==> config.mk <==
export PLATFORM = sky130hd
export DESIGN_NAME = controlador_acceso_memoria
export DESIGN_NICKNAME = d
export VERILOG_FILES = /design/src/rtl/controlador_acceso_memoria.sv
export SDC_FILE = /design/constraint.sdc
export NUM_CORES = 1
export LEC_CHECK = 0
export ABC_AREA = 1
export CAP_MARGIN = 30
export CORE_MARGIN = 10
export CORE_UTILIZATION = 42
export CTS_BUF_LIST = sky130_fd_sc_hd__clkbuf_4 sky130_fd_sc_hd__clkbuf_8
export DETAILED_ROUTE_END_ITERATION = 7
export MAX_ROUTING_LAYER = met4
export PLACE_DENSITY = 0.87
export SYNTH_ARGS = -nofsm -noshare
export SYNTH_HDL_FRONTEND = slang
export SYNTH_SLANG_ARGS = --single-unit
==> constraint.sdc <==
create_clock -name clk -period 1.55 [get_ports clk]
set_input_delay 0.31 -clock clk [delete_from_list [all_inputs] [get_ports clk]]
set_output_delay 0.31 -clock clk [all_outputs]
set_load 0.1 [all_outputs]
==> src/rtl/controlador_acceso_memoria.sv <==
// controlador_acceso_memoria
//   Initiator side of the word-wide data memory interface for the MEM stage.
//   Turns byte/halfword/word loads and stores from the pipeline into word
//   accesses. Sub-word stores use read-modify-write. Load data is returned
//   formatted, and stall holds the pipeline until the access completes.
// Ports:
//   clk, rst_n        clock, synchronous active-low reset
//   req_valid/we/size/signed/addr/wdata   pipeline request (held while stall)
//   stall             combinational pipeline hold
//   resp_valid/rdata/err                  registered one-cycle completion
//   mem_read/write/dir/din                registered memory strobes, word address, write data
//   mem_dout          memory read data (valid after the negedge with mem_read high)
module controlador_acceso_memoria #(
  parameter int ADDR_W = 10,
  parameter int DATA_W = 32
) (
  input  logic              clk,
  input  logic              rst_n,
  input  logic              req_valid,
  input  logic              req_we,
  input  logic [1:0]        req_size,
  input  logic              req_signed,
  input  logic [31:0]       req_addr,
  input  logic [DATA_W-1:0] req_wdata,
  output logic              stall,
  output logic              resp_valid,
  output logic [DATA_W-1:0] resp_rdata,
  output logic              resp_err,
  output logic              mem_read,
  output logic              mem_write,
  output logic [ADDR_W-1:0] mem_dir,
  output logic [DATA_W-1:0] mem_din,
  input  logic [DATA_W-1:0] mem_dout
);

  typedef enum logic [1:0] {IDLE, LOAD, RMW_RD, DONE} state_t;

  state_t      state;

  // Request fields captured at acceptance, so the operation completes even if
  // req_valid drops after the first cycle.
  logic [1:0]  op_size;
  logic        op_signed;
  logic [1:0]  op_lane;
  logic [15:0] op_wdata;

  logic        is_byte, is_half, is_word, misaligned;
  logic [7:0]  lane_byte;
  logic [15:0] lane_half;
  logic [DATA_W-1:0] load_data;
  logic [DATA_W-1:0] merged;
  logic [DATA_W-1:0] lane_mask;
  logic [4:0]        lane_shift;

  // Address bits above the word address alias; bits 1:0 select the lane.
  logic unused_addr;
  assign unused_addr = ^req_addr[31:ADDR_W+2];

  assign is_byte    = (req_size == 2'b00);
  assign is_half    = (req_size == 2'b01);
  assign is_word    = req_size[1];
  assign misaligned = (is_half && req_addr[0]) || (is_word && (req_addr[1:0] != 2'b00));

  assign stall = ((state == IDLE) && req_valid) || (state == LOAD) || (state == RMW_RD);

  // Lane extraction and sign/zero extension for loads (little-endian).
  always_comb begin
    lane_byte = '0;
    lane_half = '0;
    load_data = mem_dout;
    case (op_lane)
      2'd0:    lane_byte = mem_dout[7:0];
      2'd1:    lane_byte = mem_dout[15:8];
      2'd2:    lane_byte = mem_dout[23:16];
      default: lane_byte = mem_dout[31:24];
    endcase
    lane_half = op_lane[1] ? mem_dout[31:16] : mem_dout[15:0];
    case (op_size)
      2'b00:   load_data = {{24{op_signed & lane_byte[7]}}, lane_byte};
      2'b01:   load_data = {{16{op_signed & lane_half[15]}}, lane_half};
      default: load_data = mem_dout;
    endcase
  end

  // Read-modify-write merge: replace only the selected lane of the read word.
  always_comb begin
    lane_shift = {op_lane, 3'b000};
    lane_mask  = (op_size == 2'b00) ? 32'h0000_00FF : 32'h0000_FFFF;
    merged     = (mem_dout & ~(lane_mask << lane_shift)) |
                 (({16'h0000, op_wdata} & lane_mask) << lane_shift);
  end

  always_ff @(posedge clk) begin
    if (!rst_n) begin
      state      <= IDLE;
      resp_valid <= 1'b0;
      resp_err   <= 1'b0;
      resp_rdata <= '0;
      mem_read   <= 1'b0;
      mem_write  <= 1'b0;
      mem_dir    <= '0;
      mem_din    <= '0;
      op_size    <= '0;
      op_signed  <= 1'b0;
      op_lane    <= '0;
      op_wdata   <= '0;
    end else begin
      case (state)
        IDLE: begin
          mem_read   <= 1'b0;
          mem_write  <= 1'b0;
          resp_valid <= 1'b0;
          resp_err   <= 1'b0;
          if (req_valid) begin
            op_size   <= req_size;
            op_signed <= req_signed;
            op_lane   <= req_addr[1:0];
            op_wdata  <= req_wdata[15:0];
            if (misaligned) begin
              resp_err   <= 1'b1;
              resp_rdata <= '0;
              resp_valid <= 1'b1;
              state      <= DONE;
            end else if (req_we && is_word) begin
              mem_write  <= 1'b1;
              mem_din    <= req_wdata;
              mem_dir    <= req_addr[ADDR_W+1:2];
              resp_valid <= 1'b1;
              state      <= DONE;
            end else begin
              mem_read <= 1'b1;
              mem_dir  <= req_addr[ADDR_W+1:2];
              state    <= (req_we && (is_byte || is_half)) ? RMW_RD : LOAD;
            end
          end
        end
        LOAD: begin
          mem_read   <= 1'b0;
          resp_rdata <= load_data;
          resp_valid <= 1'b1;
          state      <= DONE;
        end
        RMW_RD: begin
          mem_read   <= 1'b0;
          mem_write  <= 1'b1;
          mem_din    <= merged;
          resp_valid <= 1'b1;
          state      <= DONE;
        end
        DONE: begin
          mem_read   <= 1'b0;
          mem_write  <= 1'b0;
          resp_valid <= 1'b0;
          resp_err   <= 1'b0;
          state      <= IDLE;
        end
        default: state <= IDLE;
      endcase
    end
  end

endmodule

==> results of run 1 <==
==> layout make-up <==
| type | count | share of cell area [%] |
|---|---|---|
| Multi-Input combinational cell | 563 | 33.5 |
| Sequential cell | 101 | 22.4 |
| Clock buffer | 10 | 1.51 |
| Timing Repair inverter | 4 | 0.482 |
| Timing Repair Buffer | 253 | 36.5 |
| Inverter | 55 | 2.80 |
| Clock inverter | 6 | 0.785 |
| Tap cell | 147 | 2.02 |
==> final timing paths <==
| path | start | end | slack, ns |
|---|---|---|---|
| max | state[0] | resp_rdata[24] | -0.22 |
| min | rst_n | op_lane[1] | 0.45 |
| max reg2reg | state[0] | resp_rdata[24] | -0.22 |
| min reg2reg | op_wdata[11] | op_wdata[11] | 0.47 |
==> synth_stat cells, types with 2 or more instances <==
master	n
sky130_fd_sc_hd__a21oi_1	110
sky130_fd_sc_hd__a21oi_2	2
sky130_fd_sc_hd__a31oi_1	3
sky130_fd_sc_hd__buf_1	3
sky130_fd_sc_hd__buf_2	16
sky130_fd_sc_hd__buf_4	2
sky130_fd_sc_hd__clkbuf_1	24
sky130_fd_sc_hd__clkinv_1	2
sky130_fd_sc_hd__dfxtp_1	101
sky130_fd_sc_hd__ha_1	6
sky130_fd_sc_hd__inv_1	47
sky130_fd_sc_hd__inv_2	6
sky130_fd_sc_hd__nand2_1	170
sky130_fd_sc_hd__nand2_2	4
sky130_fd_sc_hd__nand3_1	31
sky130_fd_sc_hd__nand3_4	2
sky130_fd_sc_hd__nand4_1	8
sky130_fd_sc_hd__nor2_1	81
sky130_fd_sc_hd__nor2_2	3
sky130_fd_sc_hd__o211a_1	8
sky130_fd_sc_hd__o211ai_1	2
sky130_fd_sc_hd__o21ai_0	110
sky130_fd_sc_hd__o21ai_1	3
sky130_fd_sc_hd__or2_1	3
sky130_fd_sc_hd__or2_2	9
==> power breakdown <==
part / switching, mW / leakage (nW) / internal [mW] / total (mW)
Clock: 1.04 / 0.0991 / 0.801 / 1.85
Sequential: 0.677 / 0.828 / 3.24 / 3.92
Combinational: 7.04 / 2.80 / 4.17 / 11.2
==> flip-flops by register name (all words and copies together) (netlist names) <==
| register | cells |
|---|---|
| mem_din | 32 |
| resp_rdata | 32 |
| op_wdata | 16 |
| mem_dir | 10 |
| op_lane | 2 |
| op_size | 2 |
| state | 2 |
| mem_read | 1 |
| mem_write | 1 |
| op_signed | 1 |
| resp_err | 1 |
| resp_valid | 1 |
==> layer usage <==
layer	up-vias	global-route usage (%)
met3	74	6.12
met4	0	10.8
met2	346	35.7
met5	-	-
met1	2870	26.7
li1	2976	-
==> metrics by stage <==
step / worst slack (ns) / instances / cell area [um^2] / hold WS [ns] / util (%)
detailed placement: -0.374 / 1099 / 8090 / 0.455 / 67.6
global placement: -0.318 / 1099 / 8090 / 0.457 / 67.6
global route: -0.257 / 1139 / 9080 / 0.477 / 76.0
floorplan: -0.0786 / 764 / 5150 / 0.439 / -
CTS: -0.182 / 1117 / 8390 / 0.440 / 70.1
finish: -0.216 / 1139 / 9080 / 0.454 / 76.0
==> cell usage in the layout (no fill, tap or decap), drive strengths merged, types with 2 or more instances in the layout <==
cell type,n
nand2,175
clkbuf,15
clkinvlp,4
nand3,33
inv,56
nand4,8
a31oi,3
o21ai,113
buf,167
o211a,8
a21oi,112
dfxtp,101
o211ai,2
or2,13
clkinv,4
nor2,85
clkdlybuf4s50,81
ha,6
==> worst min-delay path, delay by kind of cell <==
kind                   cells  cell delay, ns
AOI/OAI and AO/OA          2            0.21
buffers and inverters      1            0.30
==> timing repair <==
action / in CTS / in global routing
gates resized for setup: 21 / 141
gates cloned: 0 / 12
setup endpoints to repair: 66 / 75
pin swaps: 1 / 19
setup buffers: 2 / 10
==> cells by family (layout without fill, tap and decap cells) <==
logic type | Yosys count | after routing
adder cells (fa/ha/maj) | 6 | 6
AND/OR/NAND/NOR | 315 | 316
AO/OA/AOI/OAI | 241 | 241
flip-flops | 101 | 101
buffers and inverters | 101 | 328
==> out/summary.md, run 1 <==
The worst path in the final design needs a cycle of 1.77 ns, including I/O delays and setup. The via count of the first global-routing pass came out at 5,731. The mean cell area of the mapped netlist came out at 6.70 um^2. For the length of the first detailed-routing pass in iterations, the log shows 7.

Adding up every negative setup slack in the final design gives -7.03 ns. At the pin with the least slew margin, the transition time is 0.622 ns. The count of flip-flops with a built-in enable after synthesis works out to 0. CTS saw 101 sinks. The width of the chip is 130 um. The post-layout total power was 17.0 mW; the per-cell via count in the routed design was 5.50. The hold-critical path depth is 3. From synthesis to final layout, the design area changed by 77.5%. After synthesis, the largest family of logic cells by area is simple AND/OR/NAND/NOR gates. Static timing analysis puts the maximum clock frequency at 566 MHz.

The flow ran to the end, but the final reports show violations. The run gives 2090 um as the met3 wire length. The die is 130 um tall.

Setup repair after global routing could not meet its margin everywhere. The fraction of final layout cells with drive strength greater than 1 is 29.9%, and the part of the Yosys area used for sequential elements is 39.5%. Setup violations remaining at the end of the flow were counted as 70.

The cell area that synthesis handed to floorplanning was 5120 um^2. The final reports fail on negative setup slack. The number of distinct library cell variants in the gate-level netlist after synthesis is 33, and the antenna diode instance count is 0.

No sink is reached through more buffers than the 2 on the longest clock path. For this run, the slowest stage of the critical path takes 0.38 ns. For the number of fillers in the final layout, the log shows 801. The synthesized design contains 101 register bits.

For the least setup slack across all paths after layout, the log shows -0.216 ns. The power density relative to cell area was 1870 nW/um^2. The routed layout has 6,266 vias. Of the post-synthesis cell area, the dominant cell type holds 39.5%. The clock reaches the later pin of the worst-skew pair after 0.41 ns. The per-cell routed wire length was 19.3 um.

The number of clock buffers added by TritonCTS is 9. The run gives 0 as the initial antenna violation count. In the synthesized netlist, the number of instances is 764. The logs give 0.953 for the routability-driven placement congestion ratio and 2030 um^2 for the area occupied by registers.

Yosys attributes the largest share of cell area to sky130_fd_sc_hd__dfxtp_1 40%, sky130_fd_sc_hd__nand2_1 12%, sky130_fd_sc_hd__a21oi_1 11%. In this run the clock root is driven by a sky130_fd_sc_hd__clkbuf_8. The global-route wire length before repair was 29,400 um; the wire length on met2 was 10,500 um.

The net count after synthesis was 873. After clock tree synthesis, the clock-pin slew on the worst setup and hold paths is 0.11 ns. In this run the remaining antenna-violating nets after routing total 0. The type of the worst min-delay path was in -> reg. The length of routed wiring on met1 is 8460 um, and the post-synthesis compound-gate area fraction is 24.8%.

In this run the count of I/O pins placed on the die edge is 182. Global routing used 22.7% of the available tracks. The depth of the worst register-to-register path was 12.

STA puts the critical path data arrival time at 2.10 ns. The fraction of the mapped netlist area in adder cells works out to 1.47%. The floorplan has 40 rows. Summed over all instances, the cell type with the most area after synthesis is sky130_fd_sc_hd__dfxtp_1. The XOR/XNOR share of the synthesized area is 0%. The H-tree was split into 3 levels. The required arrival time at the worst endpoint is 1.88 ns. For this design, the slowest cell found on the critical path is sky130_fd_sc_hd__dfxtp_4.

Post-synthesis simple-gate area fraction: 26.1%. For this run, asynchronously set or reset flops after synthesis account for 0%. The final layout contains routed wiring with a total length of 22,000 um. The net count of the finished layout is 1,096. In this run the worst path has a maximum fanout of 6. In the routed design, unresolved DRC markers number 0.

Worst slew margin relative to its limit: 58.5%. The floorplan step defined a die boundary enclosing 17,000 um^2. Summed over all nets, the half-perimeter wirelength after detailed placement is 14,900 um.

The type of destination of the critical path is a register. Critical path class: reg -> reg. Max-cap violations in this run came to 0. Together, buffers and inverters on the worst path number 4.

The count of routing violations after the opening detailed-route iteration is 574. Share of cell area taken by muxes after synthesis: 0%. The maximum number of pins on one net before global-route repair is 34, and the placeable core region is 12,000 um^2. Count of yosys warnings during synthesis: 0. STA classifies the critical path startpoint as a register.

On the final layout, the worst clock skew is 0.0182 ns. For this design the static power due to leakage is 3.72 nW. The hold violation count in the final report came out at 0. The max-slew violation total from the final report came out at 0. TritonCTS built the clock tree. IR analysis of the VDD net gives a maximum drop of 1730 uV. The count of input and output buffers was 161. On the critical path the largest part of the delay comes from simple AND/OR/NAND/NOR gates.

Dividing the final minimum period by the clock period gives 114%. The number of gates on the worst path with buffers counted works out to 12. Flip-flop cell with the highest count after synthesis: sky130_fd_sc_hd__dfxtp_1. Once the floorplan was initialized, standard cells occupied 42.8% of the core.

The number of hold buffers added after cts is 0. In the final layout, the multi-input gates occupy 3050 um^2. Walking the worst path, the cells encountered are inv_6 > ha_4 > nand2_4 > buf_4 > inv_6 > nand3_4 > nand2_4 > nand2_8 > clkbuf_16 > nor2_2 > nand2_1 > a21oi_1. The total overflow left after global routing is 0. After detailed routing, no signal wire sits above met4.
No activity file was read; power rests on OpenSTA's default activity.
==> run 2, diff against run 1 <==
CORE_ASPECT_RATIO = 1.2   (was default)
==> out/summary.md, run 2 (same netlist as run 1, synthesis figures left out) <==
The maximum fanout count along the critical path works out to 3 (-3). The per-cell routed wire length works out to 20.8 um (+7.8%). For the number of placed cells counting well taps, the log shows 1,108 (+0.82%). The switching fraction of total power is 52.1% (+0.45 points).

Walking the worst path, the cells encountered are inv_4 > buf_6 > ha_4 > inv_4 > nand3_4 > buf_12. The relative area change from synthesis to final layout works out to 72.6%. The initial core utilization was 42.6% (-0.14 points). The maximum number of pins on one net before global-route repair was 45 (+32%). For this design, the slowest cell found on the critical path is sky130_fd_sc_hd__dfxtp_4. The peak clock frequency supported by timing was 564 MHz (-0.42%); the net total in the final layout was 1,080 (-1.5%).

The logs give 1340 uV (-22%) for the worst supply voltage drop on vdd and 66.1% (about the same) for the combinational power share. The buffer depth of the longest clock path was 2 (unchanged); the boundary pin count was 182 (unchanged). Leaving out fill and tap cells, the most frequent cell in the layout is sky130_fd_sc_hd__nand2_1.

The final critical-path required period came out at 1.77 ns (+0.00738 ns). The logs give 23.7% (+0.93 points) for the all-layer global routing usage and 1,137 (-0.18%) for the final cell count without fillers. The run gives 8.87 mW (+1.2%) as the switching component of the power. TritonCTS built the clock tree. Nature of the critical path startpoint: a register. The run gives 31,400 um (+6.6%) as the global-route wire length before repair.

The DRC violation count after routing was 0 (unchanged). The cell with the most instances on the worst path was sky130_fd_sc_hd__inv_4. The logs give -0.321 ns (+0.0533 ns) for the worst slack after detailed placement and 69.1% (+11 points) for the worst slew margin relative to its limit. Width of the chip: 121 um (-7.4%). The tools report the final count of negative-setup-slack endpoints as 37 (-47%). The logs give 14,700 um (-1.3%) for the final HPWL from detailed placement and 0 (unchanged) for the max-capacitance violation count.

The largest registers in the layout are mem_din x32, resp_rdata x32, op_wdata x16. The portion of total power attributed to the clock network was 10.8% (about the same). The via count of the first global-routing pass was 5,955 (+3.9%). Length of the first detailed-routing pass in iterations: 7 (unchanged). The maximum single-stage delay on the critical path is 0.40 ns (+0.02 ns). For the placeable core region, the log shows 12,000 um^2 (+0.33%).

The logs give 0.40 ns (about the same) for the source-to-sink clock delay at the later pin of the worst-skew pair and 0 (unchanged) for the initial antenna violation count. The cell-internal power is 8.16 mW (-0.60%), and the buffering stage count on the worst path with inverters included is 4 (unchanged). The slew of the pin with the lowest slew margin came out at 0.458 ns (-0.164 ns). The tools report the least setup slack across all paths after layout as -0.223 ns (-0.00738 ns).

The library cells used most frequently in the layout, excluding fill and tap cells, are 165 x sky130_fd_sc_hd__nand2_1, 104 x sky130_fd_sc_hd__a21oi_1, 98 x sky130_fd_sc_hd__dfxtp_1. The run finished, with violations left. The worst hold path belongs to the class in -> reg. The run gives 0 (unchanged) as the number of antenna-violating nets in the routed design. Setup repair after global routing could not meet its margin everywhere. Antenna diode instance count: 0 (unchanged). The logs give 3 (unchanged) for the H-tree depth and 23,700 um (+7.6%) for the total detailed-routing wirelength. The required arrival time at the worst endpoint is 1.24 ns (-0.64 ns), and the number of placement rows is 44 (+10%). The post-route clock skew came out at 0.0158 ns (-0.00239 ns). The checks that failed: negative setup slack. The count of input and output buffers came out at 161 (unchanged).

The data arrival time at the worst-slack endpoint is 1.46 ns (-0.64 ns). The per-cell via count in the routed design is 5.88 (+6.8%). The critical path class is reg -> out. The count of routing violations after the opening detailed-route iteration was 968 (+69%). The buffer cell driving the clock tree root is sky130_fd_sc_hd__clkbuf_8.

The aggregate global routing overflow is 0 (unchanged). The fraction of final layout cells with drive strength greater than 1 came out at 24.2% (-5.8 points). The leakage power of the design was 3.69 nW (-0.87%); the part of the cycle the worst path needs was 114% (+0.48 points). The clock transition at the register clock pins on the worst setup and hold paths after CTS came out at 0.11 ns (about the same). The total number of vias was 6,683 (+6.7%).

The max-slew violation total from the final report came out at 0 (unchanged). The run gives 0.947 (-0.60%) as the routability-driven placement congestion ratio. The floorplan die area is 17,000 um^2 (+0.11%), and the number of hold buffers added after cts is 0 (unchanged).

The TritonCTS sink count came out at 101 (unchanged). Among cell families on the critical path, the largest total delay comes from buffers and inverters. The power density relative to cell area works out to 1930 nW/um^2 (+3.2%). Hold violation count in the final report: 0 (unchanged).

The die extent in y came out at 141 um (+8.1%). The worst setup path is captured at an output pin. The CTS buffer count is 9 (unchanged), and the sequential cell fraction of total power is 23.1% (about the same).
-- run 2: changes by cell type in the layout (fill, tap and decap cells not counted), sizes merged --
cell,delta
buf,-13
nand2,-1
clkbuf,+2
clkinvlp,-4
dlymetal6s2s,+1
inv,-1
clkdlybuf4s50,-1
clkinv,+1
-- run 2: final cells by class --
cell class,instances,area [um^2]
Clock buffer,10,138
Inverter,55,229
Timing Repair Buffer,242,3280
Sequential cell,101,2030
Clock inverter,6,70.1
Multi-Input combinational cell,562,2890
Fill cell,780,3170
Tap cell,161,201
-- run 2: worst register-to-register path: cells and delay by family, from the launching register on --
family / cells / cell delay [ns]
flops: 1 / 0.38
fa+ha+maj: 1 / 0.15
buf+inv: 4 / 0.50
compound gates: 2 / 0.45
simple gates: 1 / 0.05
-- run 2: per-stage QoR --
step	cell area (um^2)	utilization [%]	hold slack, ns	TNS (ns)	total power, mW
2_1_floorplan	5150	-	0.439	-0.195	9.80
3_5_place_dp	8130	67.8	0.459	-19.03	13.7
4_1_cts	8430	70.3	0.351	-0.205	15.7
3_3_place_gp	8130	67.8	0.450	-13.93	13.5
6_report	8830	73.6	0.373	-1.88	17.0
5_1_grt	8830	73.6	0.394	-5.82	17.5
-- run 2: final timing paths --
kind	start	depth (start not counted)	to	slack, ns
hold / removal	rst_n	3	resp_rdata[5]	0.37
setup reg to reg	state[1]	8	op_wdata[2]	-0.09
hold reg to reg	op_wdata[8]	2	op_wdata[8]	0.48
setup / recovery	state[1]	6	stall	-0.22
-- run 2: repair_timing --
item	CTS	global route
setup endpoints to repair	30	78
cloned	0	8
buffers inserted	4	2
pin swaps	5	7
gates resized for setup	21	71
-- run 2: routing by layer --
metal / vias to the layer above / wire length (um) / global-route usage (%)
li1: 2948 / - / -
met1: 2987 / 8200 / 26.2
met2: 553 / 11200 / 39.3
met3: 195 / 2330 / 4.27
met4: 0 / 1930 / 13.3
met5: - / 0 / -
-- run 2: power by group through the flow --
stage / Sequential [mW] / Clock [mW] / Combinational, mW
floorplan: 6.79 / 0 / 3.00
global placement: 3.86 / 0 / 9.66
detailed placement: 3.89 / 0 / 9.82
CTS: 3.85 / 1.81 / 10.1
global route: 3.96 / 1.91 / 11.7
finish: 3.93 / 1.84 / 11.3
==> run 3, diff against run 2 <==
PLACE_DENSITY = 0.81   (was 0.87)
SKIP_CTS_REPAIR_TIMING = 1   (was default)
==> out/summary.md, run 3 (same netlist as run 1, synthesis figures left out) <==
Depth of the worst register-to-register path: 11 (+3). The most common cell after layout, fill and taps aside was sky130_fd_sc_hd__nand2_1. The logs give 577 MHz (+2.3%) for the peak clock frequency supported by timing and 12,000 um^2 (unchanged) for the placeable core region. The top cell types in the final layout, fill and taps aside, are 170 x sky130_fd_sc_hd__nand2_1, 101 x sky130_fd_sc_hd__o21ai_0, 98 x sky130_fd_sc_hd__dfxtp_1. Hold violation count in the final report: 0 (unchanged). The boundary pin count is 182 (unchanged).

The startpoint of the worst hold path is rst_n. The global-route wire length before repair is 29,000 um (-7.4%). The worst hold path terminates at mem_dir[0].

For the all-layer global routing usage, the log shows 21.6% (-2.0 points). The die extent in y is 141 um (unchanged). The final critical-path required period works out to 1.73 ns (-0.0396 ns). The TritonCTS sink count is 101 (unchanged). The number of antenna-violating nets in the routed design is 0 (unchanged). The nature of the critical path startpoint was a register.

The least setup slack across all paths after layout was -0.184 ns (+0.0396 ns); the power density relative to cell area was 1860 nW/um^2 (-3.4%). The run gives 1470 uV (+9.1%) as the worst supply voltage drop on vdd. The worst register-to-register path ends at resp_rdata[28].

The width of the chip was 121 um (unchanged); the final HPWL from detailed placement was 14,400 um (-2.1%). The largest registers in the layout are mem_din x32, resp_rdata x32, op_wdata x16. The tools report the maximum number of pins on one net before global-route repair as 46 (+2.2%). The routability-driven placement congestion ratio is 0.925 (-2.4%), and the DRC violation count after routing is 0 (unchanged). The worst hold path belongs to the class in -> reg. Cell area after layout: 8710 um^2 (-1.4%). The worst setup path is of the reg -> out kind.

The worst slew margin relative to its limit was 71.4% (+2.3 points); the initial core utilization was 42.6% (unchanged). The setup slack of the worst register-to-register path is -0.02 ns (+0.07 ns), and the CTS buffer count is 9 (unchanged). The post-route clock skew came out at 0.0131 ns (-0.00277 ns). For the H-tree depth, the log shows 3 (unchanged). The fraction of final layout cells with drive strength greater than 1 is 24.1% (-0.11 points).

The run finished, with violations left. The tools report the type of destination of the critical path as an output pin. The run gives 656 (-32%) as the count of routing violations after the opening detailed-route iteration. The data arrival time at the worst-slack endpoint is 1.42 ns (-0.04 ns), and the initial antenna violation count is 1 (+1). The clock transition at the register clock pins on the worst setup and hold paths after CTS is 0.09 ns (-0.02 ns).

The run gives -0.265 ns (+0.0556 ns) as the worst slack after detailed placement. Part of the cycle the worst path needs: 112% (-2.6 points). The total detailed-routing wirelength was 20,500 um (-13%); the max-capacitance violation count was 0 (unchanged). The per-cell routed wire length is 18.1 um (-13%), and the source-to-sink clock delay at the later pin of the worst-skew pair is 0.38 ns (-0.02 ns). The tools report the source of the worst register-to-register timing path as state[1]. The buffer cell driving the clock tree root is sky130_fd_sc_hd__clkbuf_8. The tools report the post-layout total power as 16.2 mW (-4.7%). Slew of the pin with the lowest slew margin: 0.429 ns (-0.0291 ns).

Setup repair after global routing could not meet its margin everywhere. The floorplan die area came out at 17,000 um^2 (unchanged). For the aggregate global routing overflow, the log shows 0 (unchanged). The maximum fanout count along the critical path was 4 (+1); the via count of the first global-routing pass was 5,483 (-7.9%). The count of input and output buffers was 161 (unchanged); the total number of vias was 6,196 (-7.3%). The run gives 1,074 (-0.56%) as the net total in the final layout. The buffer depth of the longest clock path is 2 (unchanged), and the final count of negative-setup-slack endpoints is 6 (-84%). Number of placement rows: 44 (unchanged). The per-cell via count in the routed design is 5.48 (-6.7%), and the required arrival time at the worst endpoint is 1.24 ns (about the same).

TritonCTS built the clock tree. The hold-critical path depth is 3 (unchanged). The placed cell area was 8060 um^2 (-0.95%); the max-slew violation total from the final report was 0 (unchanged).

The checks that failed: negative setup slack. The length of the first detailed-routing pass in iterations is 5 (-2), and the relative area change from synthesis to final layout is 70.2%. Leakage power of the design: 3.61 nW (-2.1%).
run 3: worst max-delay path: stages (launching register included):
cell and delay, ns:
sky130_fd_sc_hd__dfxtp_4 0.40, sky130_fd_sc_hd__inv_4 0.05, sky130_fd_sc_hd__ha_4 0.17, sky130_fd_sc_hd__nand2_4 0.08
sky130_fd_sc_hd__buf_12 0.11, sky130_fd_sc_hd__nand3_4 0.08, sky130_fd_sc_hd__buf_12 0.17
run 3: routing by layer:
layer	share of wire, %	track usage [%]	up-vias
met4	3.4	8.27	0
met5	0	-	-
met3	7.8	3.44	60
met1	38	26.3	2871
met2	51	35.2	335
li1	-	-	2930
run 3: where the power goes:
group	internal, mW	total [mW]	switching, mW
Combinational	3.90	10.6	6.70
Clock	0.821	1.73	0.914
Sequential	3.24	3.89	0.654
Total	7.96	16.2	8.27
run 3: how the worst max path moves through the flow:
| stage | endpoint | cells past startpoint | from | slack, ns |
|---|---|---|---|---|
| after global routing | stall | 6 | state[1] | -0.22 |
| after floorplan | stall | 6 | state[0] | -0.08 |
| after CTS | stall | 6 | state[1] | -0.53 |
| after global placement | resp_rdata[6] | 8 | req_addr[1] | -0.23 |
| after detailed placement | resp_rdata[6] | 8 | req_addr[0] | -0.26 |
| final | stall | 6 | state[1] | -0.18 |
run 3: through the flow:
step	utilization [%]	hold WS [ns]	TNS, ns	std cells
after floorplan	-	0.439	-0.195	764
after global placement	67.1	0.451	-13.55	1101
after detailed placement	67.1	0.456	-16.40	1101
after CTS	68.8	0.360	-4.50	1115
after global routing	72.6	0.395	-2.04	1130
final	72.6	0.379	-0.217	1130
run 3: final cells by class:
type / instances / area (um^2)
Sequential cell: 101 / 2030
Timing Repair Buffer: 235 / 3160
Inverter: 55 / 234
Multi-Input combinational cell: 563 / 2880
Fill cell: 868 / 3290
Clock inverter: 3 / 46.3
Tap cell: 161 / 201
Clock buffer: 11 / 151
Antenna cell: 1 / 2.50
